<file path="src/rtl/mdu.sv">
// Iterative RV64M multiply/divide unit: radix-2 shift-add multiply, restoring divide.
// Define MDU_FAST_SPECIAL_EN to finish divide-by-zero, signed overflow and zero-operand multiplies in 2 cycles.
module mdu #(
  parameter int N = 64
) (
  input  logic         clk,
  input  logic         reset,
  input  logic         start,
  input  logic [2:0]   op,
  input  logic         w_arith,
  input  logic [N-1:0] a,
  input  logic [N-1:0] b,
  output logic         busy,
  output logic         done,
  output logic [N-1:0] result
);
  localparam int CW = $clog2(N);
  localparam logic [N-1:0] MIN_N   = {1'b1, {(N-1){1'b0}}};
  localparam logic [N-1:0] MIN_W32 = {{(N-31){1'b1}}, {31{1'b0}}};

  typedef enum logic [1:0] {IDLE, CALC, FIX, DONE} state_t;
  state_t state_reg, state_next;

  logic [2:0]     op_reg;
  logic           w_reg, neg_reg, special_reg;
  logic [N-1:0]   ma_reg, mb_reg, special_val_reg;
  logic [2*N-1:0] acc_reg;
  logic [CW-1:0]  cnt_reg;

  // Operand preparation on the incoming request
  logic         sa_en, sb_en, is_div, a_neg, b_neg, neg_next;
  logic         div0, ovf, mul_zero, special, fast_path, accept;
  logic [N-1:0] a_sext, b_sext, a_ext, b_ext, a_mag, b_mag, special_val;

  always_comb begin
    sa_en = 1'b1;
    sb_en = 1'b1;
    if (op[2]) begin
      sa_en = ~op[0];
      sb_en = ~op[0];
    end else if (!w_arith) begin
      case (op[1:0])
        2'd2:    sb_en = 1'b0;
        2'd3:    begin sa_en = 1'b0; sb_en = 1'b0; end
        default: ;
      endcase
    end
  end

  assign is_div   = op[2];
  assign a_sext   = w_arith ? {{(N-32){a[31]}}, a[31:0]} : a;
  assign b_sext   = w_arith ? {{(N-32){b[31]}}, b[31:0]} : b;
  assign a_ext    = (w_arith && !sa_en) ? {{(N-32){1'b0}}, a[31:0]} : a_sext;
  assign b_ext    = (w_arith && !sb_en) ? {{(N-32){1'b0}}, b[31:0]} : b_sext;
  assign a_neg    = sa_en & a_ext[N-1];
  assign b_neg    = sb_en & b_ext[N-1];
  assign a_mag    = a_neg ? -a_ext : a_ext;
  assign b_mag    = b_neg ? -b_ext : b_ext;
  assign neg_next = (is_div && op[1]) ? a_neg : (a_neg ^ b_neg);

  assign div0     = is_div & (b_ext == '0);
  assign ovf      = is_div & sa_en & (a_ext == (w_arith ? MIN_W32 : MIN_N)) & (b_ext == '1);
  assign mul_zero = ~is_div & ((a_ext == '0) | (b_ext == '0));
  assign special  = div0 | ovf | mul_zero;

  always_comb begin
    special_val = '0;
    if (div0)
      special_val = op[1] ? a_sext : '1;
    else if (ovf && !op[1])
      special_val = a_sext;
  end

`ifdef MDU_FAST_SPECIAL_EN
  assign fast_path = special;
`else
  assign fast_path = 1'b0;
`endif

  assign accept = start && (state_reg == IDLE || state_reg == DONE);
  assign busy   = (state_reg == CALC) || (state_reg == FIX);
  assign done   = (state_reg == DONE);

  always_ff @(posedge clk) begin
    if (reset) state_reg <= IDLE;
    else       state_reg <= state_next;
  end

  // Fast-path requests reuse FIX as their single write cycle
  always_comb begin
    state_next = state_reg;
    case (state_reg)
      IDLE, DONE: state_next = accept ? (fast_path ? FIX : CALC) : IDLE;
      CALC:       state_next = (cnt_reg == '0) ? FIX : CALC;
      FIX:        state_next = DONE;
      default:    state_next = IDLE;
    endcase
  end

  // One iteration: multiply consumes multiplier bits MSB first; divide shifts in dividend bits
  logic [N:0]     trial;
  logic           ge;
  logic [N-1:0]   diff, new_rem;
  logic [2*N-1:0] mul_step, step_val;

  assign trial    = {acc_reg[2*N-1:N], ma_reg[cnt_reg]};
  assign ge       = trial >= {1'b0, mb_reg};
  assign diff     = trial[N-1:0] - mb_reg;
  assign new_rem  = ge ? diff : trial[N-1:0];
  assign mul_step = {acc_reg[2*N-2:0], 1'b0} + {{N{1'b0}}, (mb_reg[cnt_reg] ? ma_reg : {N{1'b0}})};
  assign step_val = op_reg[2] ? {new_rem, acc_reg[N-2:0], ge} : mul_step;

  logic [2*N-1:0] prod_s;
  logic [N-1:0]   div_sel, div_s, raw_val, fix_val;

  assign prod_s  = neg_reg ? -acc_reg : acc_reg;
  assign div_sel = op_reg[1] ? acc_reg[2*N-1:N] : acc_reg[N-1:0];
  assign div_s   = neg_reg ? -div_sel : div_sel;
  assign raw_val = op_reg[2] ? div_s
                 : ((op_reg[1:0] == 2'd0 || w_reg) ? prod_s[N-1:0] : prod_s[2*N-1:N]);
  assign fix_val = special_reg ? special_val_reg
                 : (w_reg ? {{(N-32){raw_val[31]}}, raw_val[31:0]} : raw_val);

  always_ff @(posedge clk) begin
    if (reset) begin
      op_reg          <= '0;
      w_reg           <= 1'b0;
      neg_reg         <= 1'b0;
      special_reg     <= 1'b0;
      ma_reg          <= '0;
      mb_reg          <= '0;
      special_val_reg <= '0;
      acc_reg         <= '0;
      cnt_reg         <= '0;
      result          <= '0;
    end else if (accept) begin
      op_reg          <= op;
      w_reg           <= w_arith;
      neg_reg         <= neg_next;
      special_reg     <= special;
      ma_reg          <= a_mag;
      mb_reg          <= b_mag;
      special_val_reg <= special_val;
      acc_reg         <= '0;
      cnt_reg         <= w_arith ? CW'(31) : CW'(N-1);
    end else if (state_reg == CALC) begin
      acc_reg <= step_val;
      if (cnt_reg != '0)
        cnt_reg <= cnt_reg - 1'b1;
    end else if (state_reg == FIX) begin
      result <= fix_val;
    end
  end
endmodule

</file>
<file path="config.mk">
export PLATFORM = sky130hd
export DESIGN_NAME = mdu
export DESIGN_NICKNAME = d
export VERILOG_FILES = /design/src/rtl/mdu.sv
export SDC_FILE = /design/constraint.sdc
export NUM_CORES = 2
export LEC_CHECK = 0
export BUFFER_PORTS_ARGS = -buffer_cell sky130_fd_sc_hd__buf_2
export CELL_PAD_IN_SITES_DETAIL_PLACEMENT = 1
export CELL_PAD_IN_SITES_GLOBAL_PLACEMENT = 1
export CORE_ASPECT_RATIO = 1.2
export CORE_MARGIN = 1.5
export CORE_UTILIZATION = 40
export DETAILED_ROUTE_END_ITERATION = 8
export HOLD_SLACK_MARGIN = 0.15
export PLACE_DENSITY = 0.82
export SLEW_MARGIN = 20
export SYNTH_ARGS = -nofsm -noshare
export SYNTH_HDL_FRONTEND = slang
export SYNTH_SLANG_ARGS = --single-unit
</file>
<file path="constraint.sdc">
create_clock -name clk -period 12.7 [get_ports clk]
set_input_delay 3.175 -clock clk [delete_from_list [all_inputs] [get_ports clk]]
set_output_delay 3.175 -clock clk [all_outputs]
set_load 0.01 [all_outputs]
</file>
== Word-level counts from Yosys, hierarchy flattened ==
Index checks and enable logic that the tools add are counted.

* Bits in registers: 398
* Output and inout bits: 66
* Word-level logic and storage cells: 104
* Input bits: 135

* $add $sub $neg: 7
* Magnitude comparators: 2
* Reduce and logical (&&, ||, !) cells: 24
* Mux-type cells: 38
* Equal/unequal tests: 7
* Bitwise logic cells: 15

{| class="wikitable"
|+ Operator list
! kind !! count
|-
| $mux 64 || 17
|-
| $mux 128 || 2
|-
| $neg 64->64 || 3
|-
| $add 128x64->128 || 1
|-
| $logic_not 64->1 || 2
|-
| $neg 128->128 || 1
|-
| $ge 65x64->1 || 1
|-
| $eq 64x64->1 || 1
|-
| $eq 64x64->1 const B || 1
|-
| $sub 64x64->64 || 1
|-
| $mux 63 || 1
|-
| $mux 6 || 4
|-
| $bmux 1 s6 || 2
|-
| $mux 1 || 10
|-
| $eq 2x2->1 const B || 4
|-
| $and 1x1->1 || 7
|-
| $lt 6x7->1 const B || 1
|-
| $logic_not 6->1 || 1
|-
| $pmux 2 s3 || 1
|-
| $reduce_bool 6->1 || 1
|-
| $reduce_or 2->1 || 3
|-
| $sub 6x1->6 const B || 1
|-
| $logic_and 1x1->1 || 5
|-
| $logic_not 2->1 || 2
|-
| other kinds (10) || 20
|}

== Depth between registers and ports, before layout ==
* Word-level depth: 13
* Mapped depth: 23
* Depth with buffers taken out: 19

== Worst setup path before layout ==
No wires, ideal clock.

* Path kind: input-to-reg
* Start point: in a[12]
* End point: reg ma_reg[55]
* Path slack: 6.424 ns
* Setup time: 0.065 ns
* Data required time: 12.635 ns
* Data arrival time: 6.211 ns
* Buffers on the path: 0
* Stages: 11
* Cell sequence: or4_1 -> or4_1 -> nor2_2 -> nand4_1 -> or4_1 -> nor3_2 -> nand2_1 -> or3_1 -> a21oi_1 -> o22ai_1 -> nor2_1

* Cells in the longest elaborated chain, start to end: 4

{| class="wikitable"
|+ Ends and longest elaborated chain
! element !! RTL line !! text
|-
| start, declared || 11 || <nowiki>input logic [N-1:0] a,</nowiki>
|-
| $mux 64 || 51 || <nowiki>assign a_sext = w_arith ? {{(N-32){a[31]}}, a[31:0]} : a;</nowiki>
|-
| $mux 64 (*) || 53 || <nowiki>assign a_ext = (w_arith && !sa_en) ? {{(N-32){1'b0}}, a[31:0]} : a_sext;</nowiki>
|-
| $neg 64->64 (*) || 57 || <nowiki>assign a_mag = a_neg ? -a_ext : a_ext;</nowiki>
|-
| $mux 64 (*) || 57 ||
|-
| end signal, assigned || 141 || <nowiki>ma_reg <= a_mag;</nowiki>
|-
| end, declared || 26 || <nowiki>logic [N-1:0] ma_reg, mb_reg, special_val_reg;</nowiki>
|}

Mark *: on every way between the ends. The rest lies on a longest branch, timed or not.
A chain may end at the register's enable or synchronous reset.

== Worst setup path in the final report ==
* Start point: reg cnt_reg[0]
* End point: reg acc_reg[99]

* Cells in the longest elaborated chain, start to end: 5
* Elaborated cells between the ends (all ways): 10
* Those cells by class: 2 x add/sub; 1 x order compare; 7 x mux

{| class="wikitable"
|+ Ends and longest elaborated chain
! element !! RTL line !! text
|-
| start, declared || 28 || <nowiki>logic [CW-1:0] cnt_reg;</nowiki>
|-
| start signal, assigned || 145 || <nowiki>cnt_reg <= w_arith ? CW'(31) : CW'(N-1);</nowiki>
|-
| start signal, assigned || 149 || <nowiki>cnt_reg <= cnt_reg - 1'b1;</nowiki>
|-
| $bmux 1 s6 (on tied branches) || 110, 106 ||
|-
| $mux 1 (on tied branches) || 110, 106 ||
|-
| $mux 64, or another cell as far along || 110 || <nowiki>assign mul_step = {acc_reg[2*N-2:0], 1'b0} + {{N{1'b0}}, (mb_reg[cnt_reg] ? ma_reg : {N{1'b0}})};</nowiki>
|-
| $add 128x64->128 or $mux 64 (tied branches) || 110, 109 ||
|-
| $mux 128 (*) || 111 || <nowiki>assign step_val = op_reg[2] ? {new_rem, acc_reg[N-2:0], ge} : mul_step;</nowiki>
|-
| end signal, assigned || 147 || <nowiki>acc_reg <= step_val;</nowiki>
|-
| end, declared || 27 || <nowiki>logic [2*N-1:0] acc_reg;</nowiki>
|}

Mark *: on every way between the ends. The rest lies on a longest branch, timed or not. The select of a mux whose other input is x is not followed.

==> impl_metrics.yaml <==
critical_path:
  cpMaxStageDelayCell: "a211oi_1"
  startpoint_type: "flop"
  crit_fanout: 35
  cp_common_cell: "mux4_2"
  worstSetupPathType: "reg2reg"
  crit_chain: "buf_4 > mux4_2 > mux4_2 > mux4_2 > buf_4 > and2_1 > ha_1 > a21o_1 > or3_1 > o21ai_0 > o211ai_1 > a211oi_1 > o21bai_1 > a31oi_1 > nor3_1 > xor2_1 > a22oi_1 > o21ai_0"
  cp-end-kind: "flop"
  worst_ep_required_time_ns: 13.16
  cpPeakStageDelay_ns: 0.90
  r2r_slack_ns: 4.43
  arrival_ns: 8.73
pwr:
  intPower_mw: 2.655
  p_comb_frac: 0.333
  power_mw: 4.359
  powerDensity_mw_per_mm2: 106.2
  vdd_drop_max_uv: 103.1
  p_sw_frac: 0.3910
  p_clk_frac: 0.348
  power.switching_mw: 1.704
  p_seq_frac: 0.319
  leakage_nw: 15.43
clock_network:
  clockRootBuffer: "clkbuf_16"
  cts_hold_buf: 0
  cts_tree: "done"
  h-tree-depth: 2
  clockBufferDepth: 3
  clk_pin_slew_worst_paths_ns: 0.07
  numClockSinks: 398
  cts_buffers: 47
  post_cts_buffers: 0
  clk_latency_ns: 0.64
  post_cts_resized: 0
floorplan:
  die_h_um: 338.9
  start_util: 0.4026
  fp.dieW_um: 282.9
  die_area_mm2: 0.09588
  io_pins: 201
  core_mm2: 0.09342
  rows: 123
logic_synthesis:
  yosys_warnings: 0
  synthesis.nets: 5621
  avgSynthCellArea_um2: 7.033
  synth_seq_area_share: 0.2119
  syn-instance-count: 5348
  syn_area_mm2: 0.03761
  synth.distinct_cells: 95
  async_flop_share: 0
  synth-seq-cells: 398
  synth_edf_count: 0
  synth-main-ff-cell: "dfxtp_1"
route:
  ant_nets: 0
  vias: 43147
  drc: 0
  drtIter0Drc: 4025
  drt-total-wl_um: 181200
  wl_per_cell_um: 27.73
  vias_per_cell: 6.602
  detail_route.first_pass.iterations: 6
final_layout:
  area_growth_pct: 9.115
  largest_reg_flops: 128
  layout_commonest_cell: "nand2_1"
  fin_nets: 5519
  final_util: 0.4393
  postLayoutCellArea_mm2: 0.04104
  drive_gt1_frac: 0.1016
  final_cell_mix: "559 x nand2_1, 534 x nor2_1, 493 x o21ai_0"
timing:
  hold_violations: 0
  max_freq_ghz: 0.1210
  timing.hold.ws_ns: 0.4443
  slew_violations: 0
  setup_violations: 0
  setup-tns-final_ns: 0
  relSlewSlack: 0.1573
  worstMarginPinSlew_ns: 1.253
  timing.final.crit_share: 0.6509
  rsz0062_at_grt: "no"
  post-route-min-period_ns: 8.267
  skew_ns: 0.02914
run:
  drv_cap: 0
worst_hold_path:
  hp-class: "reg2reg"
global_route:
  first_global_vias: 42613
  track_usage: 0.3622
  antenna_found_initial: 3
  overflow: 0
  grt_start_max_net_pins: 87
  grt_pass1_wl_um: 269700
outcome:
  status: "finished clean"
placed_design:
  portBuffers: 200
  gp_congestion: 1.061
  dp_hpwl_um: 137000
  placed_area_mm2: 0.03935
==> final cells by class <==
cell class | instances | area [um^2]
Multi-Input combinational cell | 4347 | 27470
Clock buffer | 59 | 1303
Tap cell | 1250 | 1564
Antenna cell | 1 | 2.502
Timing Repair Buffer | 307 | 1810
Clock inverter | 28 | 366.6
Fill cell | 11865 | 52380
Sequential cell | 398 | 7983
Inverter | 145 | 544.3
==> layer usage <==
metal / vias up / track usage / wire length, um / share of wire
li1: 19234 / - / - / -
met1: 21261 / 0.4263 / 68760 / 0.38
met2: 1993 / 0.5912 / 82770 / 0.46
met3: 657 / 0.05256 / 13270 / 0.073
met4: 2 / 0.2836 / 16380 / 0.090
met5: - / 0 / 12 / 0.000066
==> worst paths after layout <==
path                      startpoint                  endpoint  depth (start not counted)
max          cnt_reg[0]$_SDFFE_PP0P_  acc_reg[99]$_SDFFE_PP0P_                         18
min          result[63]$_SDFFE_PP0P_   result[63]$_SDFFE_PP0P_                          2
max reg2reg  cnt_reg[0]$_SDFFE_PP0P_  acc_reg[99]$_SDFFE_PP0P_                         18
min reg2reg  result[63]$_SDFFE_PP0P_   result[63]$_SDFFE_PP0P_                          2
==> stage by stage <==
step | std cells | worst slack [ns]
after floorplan | 5348 | 6.424
after global placement | 6445 | 4.774
after detailed placement | 6446 | 4.688
after CTS | 6533 | 4.647
final | 6535 | 4.433
after global routing | 6534 | 4.308
==> worst max-delay path: cells and delay by family, from the launching register on <==
family                     cells  cell delay (ns)
AOI/OAI and AO/OA              8             3.45
muxes                          3             1.91
DFF                            1             0.31
and+or+nand+nor                3             0.83
adders and majority gates      1             0.35
buffers and inverters          2             0.96
xor gates and xnor gates       1             0.22
==> logic make-up after synthesis <==
logic type / synth area share
buffers and inverters: 0.06121
XOR/XNOR: 0.08919
flip-flops: 0.2118
AND/OR/NAND/NOR: 0.2569
multiplexers: 0.05852
AO/OA/AOI/OAI: 0.2760
adder cells (fa/ha/maj): 0.04631
==> synthesized netlist by cell type, types with 58 or more instances <==
master,instances,share of area
a211oi_1,114,0.023
a21o_1,58,0.012
a21oi_1,439,0.058
and2_1,81,0.013
clkbuf_1,388,0.039
dfxtp_1,398,0.21
ha_1,136,0.045
inv_1,144,0.014
mux2i_1,113,0.030
nand2_1,561,0.056
nand3_1,142,0.019
nand4_1,84,0.014
nor2_1,542,0.054
nor3_1,164,0.022
nor4_1,62,0.010
o211ai_1,68,0.014
o21ai_0,493,0.066
or3_1,77,0.013
xnor2_1,215,0.050
xor2_1,168,0.039
==> power by group through the flow <==
| stage | logic (mW) | clock network, mW | registers, mW |
|---|---|---|---|
| 2_1_floorplan | 0.953 | 0 | 1.36 |
| 3_3_place_gp | 1.37 | 0 | 1.41 |
| 3_5_place_dp | 1.40 | 0 | 1.42 |
| 4_1_cts | 1.41 | 1.53 | 1.39 |
| 5_1_grt | 1.53 | 1.57 | 1.40 |
| 6_report | 1.45 | 1.52 | 1.39 |
No activity file was read; power rests on OpenSTA's default activity.
